**src/rtl/fetch_mem_ctrl.sv**
```systemverilog
// Single-port RAM master: instruction prefetch queue feeding decode, sharing the port with
// execute-stage load/store requests, which take priority.
module fetch_mem_ctrl #(
  parameter int unsigned       ADDR_W   = 8,
  parameter int unsigned       DATA_W   = 8,
  parameter int unsigned       INSTR_W  = 16,
  parameter int unsigned       QDEPTH   = 4,
  parameter logic [ADDR_W-1:0] RESET_PC = '0
) (
  input  logic               clk,
  input  logic               rst,
  output logic               ram_rw,
  output logic [ADDR_W-1:0]  ram_adrs,
  output logic [DATA_W-1:0]  ram_din,
  input  logic [INSTR_W-1:0] ram_dout,
  input  logic               ls_req,
  input  logic               ls_we,
  input  logic [ADDR_W-1:0]  ls_adrs,
  input  logic [DATA_W-1:0]  ls_wdata,
  output logic               ls_ack,
  output logic [INSTR_W-1:0] ls_rdata,
  input  logic               redirect,
  input  logic [ADDR_W-1:0]  redirect_pc,
  output logic               ir_valid,
  input  logic               ir_ready,
  output logic [INSTR_W-1:0] ir_data,
  output logic [ADDR_W-1:0]  ir_pc
);

  localparam int unsigned     PtrW = (QDEPTH > 1) ? $clog2(QDEPTH) : 1;
  localparam int unsigned     CntW = $clog2(QDEPTH + 1);
  localparam logic [CntW-1:0] Full = CntW'(QDEPTH);

  typedef enum logic [0:0] {StIdle, StAck} ls_state_e;

  ls_state_e          state_q;
  logic [ADDR_W-1:0]  fetch_pc_q;
  logic [CntW-1:0]    count_q;
  logic [PtrW-1:0]    rptr_q, wptr_q;
  logic [INSTR_W-1:0] q_data [QDEPTH];
  logic [ADDR_W-1:0]  q_pc   [QDEPTH];

  logic ls_slot, push, pop;

  // The load/store request owns the port only in its first cycle; the ACK cycle is free for fetch.
  assign ls_slot  = (state_q == StIdle) && ls_req;
  assign ram_adrs = ls_slot ? ls_adrs : fetch_pc_q;
  assign ram_din  = ls_slot ? ls_wdata : '0;
  assign ram_rw   = ls_slot && ls_we && !rst;

  assign ir_valid = (count_q != '0);
  assign ir_data  = ir_valid ? q_data[rptr_q] : '0;
  assign ir_pc    = ir_valid ? q_pc[rptr_q] : '0;

  // A full queue refuses the push even when the head pops this cycle.
  assign push = !ls_slot && !redirect && !rst && (count_q != Full);
  assign pop  = ir_valid && ir_ready && !redirect;

  always_ff @(posedge clk) begin
    if (rst) begin
      state_q  <= StIdle;
      ls_ack   <= 1'b0;
      ls_rdata <= '0;
    end else begin
      unique case (state_q)
        StIdle: begin
          if (ls_req) begin
            state_q <= StAck;
            ls_ack  <= 1'b1;
            if (!ls_we) ls_rdata <= ram_dout;
          end
        end
        StAck: begin
          state_q <= StIdle;
          ls_ack  <= 1'b0;
        end
      endcase
    end
  end

  always_ff @(posedge clk) begin
    if (rst) begin
      fetch_pc_q <= RESET_PC;
      count_q    <= '0;
      rptr_q     <= '0;
      wptr_q     <= '0;
    end else if (redirect) begin
      fetch_pc_q <= redirect_pc;
      count_q    <= '0;
      rptr_q     <= '0;
      wptr_q     <= '0;
    end else begin
      if (push) begin
        wptr_q     <= wptr_q + PtrW'(1);
        fetch_pc_q <= fetch_pc_q + ADDR_W'(1);
      end
      if (pop) rptr_q <= rptr_q + PtrW'(1);
      count_q <= count_q + CntW'(push) - CntW'(pop);
    end
  end

  always_ff @(posedge clk) begin
    if (push) begin
      q_data[wptr_q] <= ram_dout;
      q_pc[wptr_q]   <= fetch_pc_q;
    end
  end

endmodule

```
**config.mk**
```make
export PLATFORM = sky130hd
export DESIGN_NAME = fetch_mem_ctrl
export DESIGN_NICKNAME = d
export VERILOG_FILES = /design/src/rtl/fetch_mem_ctrl.sv
export SDC_FILE = /design/constraint.sdc
export NUM_CORES = 1
export LEC_CHECK = 0
export BUFFER_PORTS_ARGS = -buffer_cell sky130_fd_sc_hd__buf_2
export CAP_MARGIN = 20
export CORE_MARGIN = 5
export CORE_UTILIZATION = 40
export DETAILED_ROUTE_END_ITERATION = 10
export GPL_ROUTABILITY_DRIVEN = 0
export SLEW_MARGIN = 30
export SYNTH_ARGS = -nofsm -noshare
export SYNTH_HDL_FRONTEND = slang
export SYNTH_SLANG_ARGS = --single-unit
export TNS_END_PERCENT = 30
```
**constraint.sdc**
```tcl
create_clock -name clk -period 2.5 [get_ports clk]
set_input_delay 0.125 -clock clk [delete_from_list [all_inputs] [get_ports clk]]
set_output_delay 0.125 -clock clk [all_outputs]
set_load 0.01 [all_outputs]
```
Word level (Yosys, flattened, before mapping)
Memory sizes are Yosys's and may differ from the RTL's. A register that Yosys moved wholly into a read port is not among the register bits.
Index checks and enable logic that the tools add are counted.
Word-level totals
  flip-flop bits (word level): 33
  latch bits: 0
  memory bits (writable): 96
  ROM bits: 0
  input bits: 46
  output and inout bits: 59
  logic and storage cells: 49
  memories kept: 2
Memories
  q_data: words 4, width 16, rd ports 1, clocked after Yosys merged registers in 1, wr ports 1, line 40  | logic [INSTR_W-1:0] q_data [QDEPTH];
  q_pc: words 4, width 8, rd ports 1, clocked after Yosys merged registers in 1, wr ports 1, line 41  | logic [ADDR_W-1:0] q_pc [QDEPTH];
Cells by class
  add/sub/neg operators: 5
  $mul: 0
  div/mod/pow operators: 0
  magnitude comparators: 0
  equal/unequal tests: 2
  shift operators: 0
  mux-type cells: 16
  bitwise logic cells: 2
  reduce and logical (&&, ||, !) cells: 15
Operators with widths (count)
  two-way mux 8 bit: 5
  two-way mux 16 bit: 1
  adder 8 x 1 -> 8 bit, second input constant: 1
  logical AND 1 bit: 8
  two-way mux 2 bit: 4
  adder 2 x 1 -> 2 bit, second input constant: 2
  two-way mux 1 bit: 4
  one-hot mux 1 bit (2 select lines): 2
  adder 3 x 1 -> 3 bit: 1
  zero test 1 bit: 3
  inequality test 3 bit, second input constant: 1
  AND reduction 3 bit: 1
  nonzero test 3 bit: 1
  subtractor 3 x 1 -> 3 bit: 1
  inequality test 2 bit, second input constant: 1
  inverter 1 bit: 2
  nonzero test 2 bit: 1
  OR reduction 2 bit: 1

Longest topological paths before layout
Gate-level depths: netlist of run 1.
  depth after elaboration: 8
  gate-level depth with buffers: 12
  mapped depth without buffers: 11

Worst setup path after synthesis of run 1
Ideal clock, no wire load.
  path type: register to register
  from: register count_q[1]
  to: register count_q[2]
  setup time: 0.120 ns
  arrival time: 2.175 ns
  data required time: 2.380 ns
  slack: 0.205 ns
  stages on the path, launching flop included: 13
  path buffers: 1
  period minus slack after synthesis: 2.295 ns
  cell sequence: dfxtp_1 > or3_1 > clkbuf_1 > nand2_1 > nor2_1 > ha_1 > inv_1 > ha_1 > inv_1 > fa_1 > xor2_1 > xnor2_1 > nor2_1
Between the ends
  longest elaborated chain between the ends: 4
  elaborated cells on any way between the ends: 7
  classes of those cells: add/sub: 2; eq/ne: 1; reduce/logical: 4
RTL lines
  from (decl): line 38  | logic [CntW-1:0] count_q;
  from (signal assigned): line 98  | count_q <= count_q + CntW'(push) - CntW'(pop);
  nonzero test 3 bit: line 51  | assign ir_valid = (count_q != '0);
  logical AND 1 bit (2 in a row): line 57  | assign pop = ir_valid && ir_ready && !redirect;
  named net pop: line 43  | logic ls_slot, push, pop;
  subtractor 3 x 1 -> 3 bit: line 98
The timed path passes the listed nets, and every way through them passes these cells.
A chain may end at the register's enable or synchronous reset.

Worst setup path after layout of run 1
Same ends and word-level chain as after synthesis.

==> results of run 1 <==
## worst max path at each step
stage	startpoint	to	slack [ns]
5_1_grt	count_q[1]	count_q[2]	0.02
3_5_place_dp	count_q[1]	count_q[2]	0.16
4_1_cts	count_q[1]	count_q[2]	0.15
3_3_place_gp	count_q[1]	count_q[2]	0.28
2_1_floorplan	count_q[1]	count_q[2]	0.20
6_report	count_q[1]	count_q[2]	0.19
## critical path, cell delays in order, from the launching register on
cell	delay, ns
dfxtp_2	0.36
or3_1	0.39
nand2_1	0.11
nor2_1	0.05
ha_1	0.27
inv_1	0.06
ha_1	0.13
inv_1	0.05
fa_1	0.38
xor2_1	0.19
xnor2_1	0.14
nor2_1	0.06
## sequential cells by signal (all words and copies together) (netlist names), named ones only
signal      flops
fetch_pc_q      8
ls_ack          1
ls_rdata       16
rptr_q          2
q_data         64
q_pc           32
state_q         1
wptr_q          2
count_q         3
## through the flow
step	area, um^2	worst slack, ns	utilization [%]	instances	power [mW]
floorplan	5320	0.205	-	366	2.63
finish	6870	0.187	52.3	696	5.06
CTS	6870	0.150	52.3	696	5.12
detailed placement	6070	0.159	46.2	639	2.78
global route	6870	0.0183	52.3	696	5.26
global placement	6070	0.276	46.2	639	2.77
## kinds of logic after synthesis
group                    after synthesis  synth area share (%)
AND/OR/NAND/NOR                      139                  13.3
AO/OA/AOI/OAI                         27                  3.27
buffers and inverters                 27                  2.21
XOR/XNOR                              10                  1.65
adder cells (fa/ha/maj)                8                  2.02
flip-flops                           131                  67.4
multiplexers                          24                  10.2
## metal layers
metal	vias to the layer above	GRT usage, %
met5	-	0
met4	0	6.63
met3	18	4.26
met2	75	26.1
met1	1668	19.2
li1	1619	-
## final cells by class
| type | count | area share, % |
|---|---|---|
| Clock buffer | 19 | 6.30 |
| Clock inverter | 13 | 1.71 |
| Inverter | 7 | 0.383 |
| Multi-Input combinational cell | 208 | 23.5 |
| Sequential cell | 131 | 52.2 |
| Tap cell | 176 | 3.21 |
| Timing Repair Buffer | 142 | 12.6 |
## report_power, final
| part | internal [mW] | switching (mW) |
|---|---|---|
| combinational | 0.156 | 0.178 |
| sequential | 2.39 | 0.0386 |
| clock | 1.44 | 0.859 |
## placed cells by master, fill, tap and decap left out, types with 2 or more instances in the layout
master,count
nand3_1,2
nor3_1,3
xnor2_1,5
a211oi_1,5
nand4_1,3
dfxtp_2,2
buf_4,13
buf_2,104
a21oi_1,17
nand2_1,63
dfxtp_1,33
clkinv_2,6
and2_1,34
clkbuf_1,2
dlygate4sd3_1,25
edfxtp_1,96
clkinv_1,3
nor2_1,17
xor2_1,5
and3_1,5
clkbuf_16,17
bufinv_16,2
ha_1,7
inv_1,7
mux4_2,24
## what timing repair did
| item | in CTS | in global routing |
|---|---|---|
| gates resized for setup | 0 | 1 |
| setup endpoints to repair | 0 | 1 |
| hold buffers | 25 | 0 |
| endpoints found under the hold margin | 87 | 0 |
==> out/results.txt, run 1 <==
H-tree lvl count: 4
pin count of the biggest net entering global routing: 27
Sink Count: 131
Filler cells: 1157
worst-margin pin slew: 0.785 ns
sequential cell area: 3590 um^2
Max VDD drop: 0.494 mV
number of flops mapped to enable cells by yosys: 96
Hold Path Class: in -> reg
Clock transition at path regs: 0.06 ns
worst hold start: redirect
P&R area growth vs syn: 29.2%
Final Hold Fails: 0
synthesized cell area: 5320 um^2
Power Density: 737 nW/um^2
root buf cell: clkbuf_16
footprint of the multi-input gates: 1620 um^2
Starting Density: 40.5%
Synth area leaders: edfxtp_1 54%, dfxtp_1 13%, mux4_2 10%, nand2_1 4.4%, and2_1 4.0%
R2R depth: 11
Synth area leader: edfxtp_1
static leakage: 2.68 nW
TritonCTS clock tree: done
Met2 Wirelength: 5870 um
DR pass1 iterations: 4
top cells by instance count after synthesis: 96 x edfxtp_1, 63 x nand2_1, 35 x dfxtp_1
Rows: 42
die area: 15700 um^2
final hold slack: 0.0258 ns
Port Buf Inserts: 104
Vias per Instance: 4.86
Diodes inserted: 0
first-pass GRT wire length: 18900 um
hold depth: 2
most numerous cell in the Yosys netlist: edfxtp_1
final clock skew: 0.00797 ns
Max Used Layer: met4
flop2flop setup slack: 0.19 ns
main flop type after synthesis: edfxtp_1
core area: 13100 um^2
Max Cap Viol: 0
final WL: 11600 um
Synth Instances: 366
I/O Pins: 105
vias in the first global route: 3584
RR Endpoint: count_q[2]
DIE WIDTH: 125 um
number of synthesized register bits: 131
# DRC: 0
Final HPWL DP: 7490 um
Synth Area per Inst: 14.5 um^2
ys async rst share: 0%
Post-Syn Nets: 420
initial antenna violation count: 0
GR Overflow Total: 0
top-area cell type share of the netlist area: 54.2%
Startpoint Class: flip-flop
crit path DAT: 2.60 ns
R2R Path Start: count_q[1]
min Tclk post-route: 2.31 ns
Crit Path Max Fanout: 5
status: complete, no violations
Ys Warns: 0
Hold Path Sink: fetch_pc_q[1]
1st-iter DRT viols: 232
FMAX: 432 MHz
DRT antenna net count: 0
post-CTS setup buffers: 0
Nets: 561
aggregate negative setup slack: 0 ns
required time worst endpoint: 2.79 ns
Die H: 125 um
CP endpoint kind: flip-flop
Setup CP Type: reg -> reg
worst rel slew slack: 47.7%
clk_lat worst skew: 0.41 ns
final setup fails: 0
DR WL met3: 473 um
Netlist cell types: 38
Via Count: 3380
Metal-1 WL: 5020 um
fraction of layout cells with a size suffix above 1: 34.4%
fin. max-slew vios: 0
drt wl/cell: 16.6 um
CTS Buffer Depth: 2
Final Cycle Share: 92.5%
Global Route Usage Sum: 15.6%
Num CTS Buffers: 17
sequential share of the synthesized area: 67.4%
RSZ-0062 raised after global routing: false
No activity file was read; power rests on OpenSTA's default activity.
==> run 2: changes to the inputs <==
clock period = 2.1 ns   (was 2.5 ns; I/O delays follow)
==> run 2 against run 1 <==
Net effect: the run now ends with setup timing left; clock power increased by 14%; utilization increased by 1.5 points; worst hold slack improved by 0.14 ns; largest power group unchanged; critical path depth unchanged; flip-flop and latch count unchanged.
==> out/results.txt, run 2 (synthesis gave the netlist of run 1 again) <==
status: complete, but fails checks (was complete, no violations)
failing checks: setup timing
M1 GR Usage: 19.8% (was 19.2%)
Top Usage Layer GRT: met2 (unchanged)
met2 usage in global routing: 25.9% (was 26.1%)
pin count of the biggest net entering global routing: 27 (unchanged)
root buf cell: clkbuf_16 (unchanged)
Buf/Inv on CP: 2 (unchanged)
crit path cell chain: or3_4 -> nand2_4 -> nor2_4 -> ha_4 -> inv_2 -> ha_4 -> inv_2 -> fa_2 -> xor2_2 -> xnor2_1 -> nor2_1 (was or3_1 -> nand2_1 -> nor2_1 -> ha_1 -> inv_1 -> ha_1 -> inv_1 -> fa_1 -> xor2_1 -> xnor2_1 -> nor2_1)
1st-iter DRT viols: 214 (was 232)
flop2flop setup slack: -0.1 ns (was 0.19 ns)
Port Buf Inserts: 104 (unchanged)
RR Endpoint: count_q[2] (unchanged)
Crit Path Max Fanout: 2 (was 5)
# DRC: 0 (unchanged)
Nets: 570 (was 561)
H-tree lvl count: 4 (unchanged)
switching pwr: 1.29 mW (was 1.08 mW)
Hold Path Sink: count_q[0] (was fetch_pc_q[1])
DRT antenna net count: 0 (unchanged)
fin util: 53.7% (was 52.3%)
worst hold start: rst (was redirect)
R2R Path Start: count_q[1] (unchanged)
Sink Count: 131 (unchanged)
most flop-heavy register: q_data (unchanged)
min Tclk post-route: 2.20 ns (was 2.31 ns)
Final WS setup: -0.0997 ns (was 0.187 ns)
fraction of layout cells with a size suffix above 1: 38.0% (was 34.4%)
RSZ-0062 raised after global routing: true (was false)
clk_lat worst skew: 0.41 ns (about the same)
most frequent cells in the layout: 104 x buf_2, 96 x edfxtp_1, 62 x nand2_1 (was 104 x buf_2, 96 x edfxtp_1, 63 x nand2_1)
worst rel slew slack: 43.7% (was 47.7%)
Comb pwr share: 7.2% (was 6.6%)
DR pass1 iterations: 4 (unchanged)
Power Density: 841 nW/um^2 (was 737 nW/um^2)
Global Route Usage Sum: 15.8% (was 15.6%)
Die H: 125 um (unchanged)
drt wl/cell: 16.6 um (about the same)
Max VDD drop: 0.427 mV (was 0.494 mV)
FMAX: 455 MHz (was 432 MHz)
Max Cap Viol: 0 (unchanged)
static leakage: 2.73 nW (was 2.68 nW)
GR Overflow Total: 0 (unchanged)
fin. max-slew vios: 0 (unchanged)
first-pass GRT wire length: 19100 um (was 18900 um)
Finished Cell Area: 7060 um^2 (was 6870 um^2)
Rows: 42 (unchanged)
final WL: 11700 um (was 11600 um)
crit path DAT: 2.49 ns (was 2.60 ns)
final clock skew: 0.00847 ns (was 0.00797 ns)
Clock transition at path regs: 0.06 ns (about the same)
required time worst endpoint: 2.39 ns (was 2.79 ns)
DIE WIDTH: 125 um (unchanged)
Diodes inserted: 0 (unchanged)
Int Pwr: 4.65 mW (was 3.99 mW)
Cell Area, Placed: 6190 um^2 (was 6070 um^2)
clock network fraction of total power: 44.2% (was 45.5%)
switching part of the total power: 21.7% (was 21.3%)
final hold slack: 0.163 ns (was 0.0258 ns)
Via Count: 3420 (was 3380)
Hold Path Class: in -> reg (unchanged)
grt met3 use: 4.05% (was 4.26%)
Seq pwr share: 48.6% (was 47.9%)
Final Hold Fails: 0 (unchanged)
vias in the first global route: 3624 (was 3584)
TritonCTS clock tree: done (unchanged)
CP delay by family, top: adder cells (unchanged)
Worst path max stage delay: 0.40 ns (was 0.39 ns)
Setup CP Type: reg -> reg (unchanged)
die area: 15700 um^2 (unchanged)
number of flip-flops under the largest register name: 64 (unchanged)
R2R depth: 11 (unchanged)
Num CTS Buffers: 17 (unchanged)
leading cell type in the layout, fill and taps excluded: buf_2 (unchanged)
hold depth: 4 (was 2)
final setup fails: 1 (was 0)
initial antenna violation count: 0 (unchanged)
worst-margin pin slew: 0.844 ns (was 0.785 ns)
P&R area growth vs syn: 32.8% (was 29.2%)
I/O Pins: 105 (unchanged)
Worst path slowest cell: or3_4 (was or3_1)
Starting Density: 40.5% (unchanged)
core area: 13100 um^2 (unchanged)
CTS Buffer Depth: 2 (unchanged)
Final Cycle Share: 105% (was 92.5%)
CP endpoint kind: flip-flop (unchanged)
Startpoint Class: flip-flop (unchanged)
Final HPWL DP: 7620 um (was 7490 um)
Vias per Instance: 4.85 (was 4.86)
leading registers by flop count: q_data x64, q_pc x32, ls_rdata x16 (unchanged)
run 2: layout make-up:
cell class	count	area, um^2
repair buffers	151	1000
fillers	1122	6080
clock buffers	21	480
clock inverters	11	60.1
well taps	176	220
multi-input cells	208	1680
inverters	7	26.3
flip-flops and latches	131	3590
run 2: per-layer routing:
layer / share of wire, % / vias to the layer above
met1: 44 / 1697
met4: 2.0 / 0
met3: 3.7 / 20
met5: 0 / -
met2: 50 / 69
li1: - / 1634
run 2: per-stage QoR:
stage / instances / setup TNS [ns] / power, mW / worst slack, ns
after global placement: 646 / -0.00570 / 3.31 / -0.00570
final: 705 / -0.0997 / 5.94 / -0.0997
after global routing: 705 / -0.224 / 6.16 / -0.178
after detailed placement: 646 / -0.104 / 3.32 / -0.104
after floorplan: 366 / -0.103 / 3.13 / -0.103
after CTS: 704 / -0.0586 / 5.98 / -0.0586
run 2: worst max-delay path by stage:
stage                           from         end  slack, ns  cells past startpoint
after global placement    count_q[2]  count_q[2]     -0.006                     11
after CTS                 count_q[2]  count_q[2]      -0.06                     11
after detailed placement  count_q[2]  count_q[2]      -0.10                     11
after floorplan           count_q[2]  count_q[2]      -0.10                     12
final                     count_q[1]  count_q[2]       -0.1                     11
after global routing      count_q[1]  count_q[2]      -0.18                     11
run 2: repair_timing:
item                                   in CTS  in global routing
endpoints found under the hold margin      89                  0
buffers inserted                            0                  1
pin swaps                                   2                 10
hold buffers                               26                  0
setup endpoints to repair                   1                  3
gates resized for setup                     1                 14
run 2: power by group through the flow:
| stage | logic [mW] | registers, mW | clock network, mW |
|---|---|---|---|
| 2_1_floorplan | 0.198 | 2.93 | 0 |
| 3_3_place_gp | 0.375 | 2.93 | 0 |
| 3_5_place_dp | 0.382 | 2.94 | 0 |
| 4_1_cts | 0.422 | 2.89 | 2.67 |
| 5_1_grt | 0.473 | 2.89 | 2.79 |
| 6_report | 0.426 | 2.89 | 2.63 |
run 2: tightest hold or removal path, stage by stage:
cell	delay, ns
buf_2	0.09
nor2_1	0.05
buf_4	0.14
and2_1	0.14
==> run 3: changes to the inputs <==
SETUP_SLACK_MARGIN = 0.2   (was not set)
==> run 3 against run 2 <==
Net effect: the flow still finishes with violations (setup timing); clock power about the same; final cell count rose by 0.28%; critical path depth stayed put; die area stayed put; utilization grew 1.9 points; register-to-register slack about the same; routed wire length grew 1.2%; fmax is essentially flat; first-iteration DRC count decreased by 6.5%; worst setup slack got worse by 0.0020 ns; critical path type unchanged; largest cell class unchanged.
==> out/results.txt, run 3 (synthesis gave the netlist of run 1 again) <==
Crit Path Max Fanout: 2 (unchanged)
Power Density: 816 nW/um^2 (was 841 nW/um^2)
required time worst endpoint: 2.39 ns (about the same)
H-tree lvl count: 4 (unchanged)
1st-iter DRT viols: 200 (was 214)
Placed Cells: 646 (unchanged)
CTS Buffer Depth: 2 (unchanged)
Design Power: 5.96 mW (was 5.94 mW)
DR WL met3: 583 um (was 434 um)
final WL: 11900 um (was 11700 um)
Metal-1 WL: 5030 um (was 5140 um)
Port Buf Inserts: 104 (unchanged)
footprint of the multi-input gates: 1730 um^2 (was 1680 um^2)
Cell Count, Final, Fillers Out: 707 (was 705)
Diodes inserted: 0 (unchanged)
status: complete, but fails checks (unchanged)
failing checks: setup timing (unchanged)
Sink Count: 131 (unchanged)
vias in the first global route: 3626 (was 3624)
Filler cells: 1095 (was 1122)
P&R area growth vs syn: 37.5% (was 32.8%)
DRT antenna net count: 0 (unchanged)
pin count of the biggest net entering global routing: 27 (unchanged)
most flop-heavy register: q_data (unchanged)
Met2 Wirelength: 6050 um (was 5900 um)
Starting Density: 40.5% (unchanged)
FMAX: 454 MHz (was 455 MHz)
worst-margin pin slew: 0.829 ns (was 0.844 ns)
Hold Path Class: in -> reg (unchanged)
DR pass1 iterations: 4 (unchanged)
# DRC: 0 (unchanged)
fin. max-slew vios: 0 (unchanged)
CP endpoint kind: flip-flop (unchanged)
GR Overflow Total: 0 (unchanged)
Global Route Usage Sum: 16.0% (was 15.8%)
Num CTS Buffers: 17 (unchanged)
Max Used Layer: met4 (unchanged)
Startpoint Class: flip-flop (unchanged)
Final HPWL DP: 7620 um (unchanged)
clk_lat worst skew: 0.41 ns (about the same)
Nets: 572 (was 570)
die area: 15700 um^2 (unchanged)
Final Cycle Share: 105% (about the same)
most frequent cells in the layout: 96 x edfxtp_1, 83 x buf_2, 62 x nand2_1 (was 104 x buf_2, 96 x edfxtp_1, 62 x nand2_1)
final clock skew: 0.0118 ns (was 0.00847 ns)
Finished Cell Area: 7310 um^2 (was 7060 um^2)
DIE WIDTH: 125 um (unchanged)
Final WS setup: -0.102 ns (was -0.0997 ns)
number of flip-flops under the largest register name: 64 (unchanged)
Vias per Instance: 4.85 (about the same)
aggregate negative setup slack: -0.102 ns (was -0.0997 ns)
Setup CP Type: reg -> reg (unchanged)
crit path DAT: 2.50 ns (was 2.49 ns)
root buf cell: clkbuf_16 (unchanged)
Rows: 42 (unchanged)
I/O Pins: 105 (unchanged)
worst rel slew slack: 44.7% (was 43.7%)
Max VDD drop: 0.426 mV (was 0.427 mV)
leading registers by flop count: q_data x64, q_pc x32, ls_rdata x16 (unchanged)
Via Count: 3430 (was 3420)
Max Cap Viol: 0 (unchanged)
Cell Area, Placed: 6190 um^2 (unchanged)
Final Hold Fails: 0 (unchanged)
min Tclk post-route: 2.20 ns (about the same)
static leakage: 2.80 nW (was 2.73 nW)
Clock transition at path regs: 0.06 ns (about the same)
first-pass GRT wire length: 19200 um (was 19100 um)
drt wl/cell: 16.8 um (was 16.6 um)
RSZ-0062 raised after global routing: true (unchanged)
leading cell type in the layout, fill and taps excluded: edfxtp_1 (was buf_2)
initial antenna violation count: 0 (unchanged)
fraction of layout cells with a size suffix above 1: 42.2% (was 38.0%)
sequential cell area: 3590 um^2 (about the same)
TritonCTS clock tree: done (unchanged)
core area: 13100 um^2 (unchanged)
Die H: 125 um (unchanged)
final setup fails: 1 (unchanged)
==> run 3: cell types whose count changed in the layout (fill, tap and decap cells not counted), sizes merged <==
cell and delta:
buf +2
==> run 3: worst paths after layout <==
path,cells past startpoint,slack (ns),end,from
max reg2reg,11,-0.10,count_q[2],count_q[1]
min,3,0.15,fetch_pc_q[1],redirect
max,11,-0.10,count_q[2],count_q[1]
min reg2reg,2,0.45,ls_rdata[13],ls_rdata[13]
==> run 3: power breakdown <==
group	leakage (nW)	internal [mW]	total [mW]	switching, mW
registers	1.16	2.84	2.89	0.0468
clock network	0.265	1.61	2.62	1.01
logic	1.38	0.228	0.457	0.229
total	2.80	4.68	5.96	1.29
==> run 3: worst max-delay path, stage by stage, from the launching register on <==
cell and delay, ns:
dfxtp_2 0.32, or3_4 0.40, nand2_4 0.08, nor2_4 0.04
ha_4 0.23, inv_2 0.06, ha_4 0.11, inv_2 0.03
fa_2 0.39, xor2_2 0.18, xnor2_1 0.16, nor2_1 0.07
==> run 3: cell type report <==
class	count	area share, %
Clock inverter	11	0.821
Multi-Input combinational cell	208	23.7
Timing Repair Buffer	153	16.5
Clock buffer	21	6.57
Tap cell	176	3.01
Sequential cell	131	49.1
Inverter	7	0.359
==> run 3: layer usage <==
metal	vias to the layer above	track usage, %
li1	1639	-
met1	1701	20.0
met2	78	26.3
met3	12	4.26
met4	0	6.95
met5	-	0
==> run 3: through the flow <==
step	util (%)	worst slack (ns)	hold slack (ns)
after floorplan	-	-0.103	0.204
after global placement	47.1	-0.00570	0.340
after detailed placement	47.1	-0.104	0.343
after CTS	54.0	-0.0585	0.126
after global routing	55.7	-0.177	0.180
final	55.7	-0.102	0.149
==> run 3: repair_timing <==
item                                    in CTS  in global routing
endpoints found under the setup margin      19                 26
gates cloned                                 2                  0
setup buffers                                0                  1
hold buffers                                26                  0
pin swaps                                    2                 10
hold endpoints to repair                    89                  0
resized for setup                           15                 49
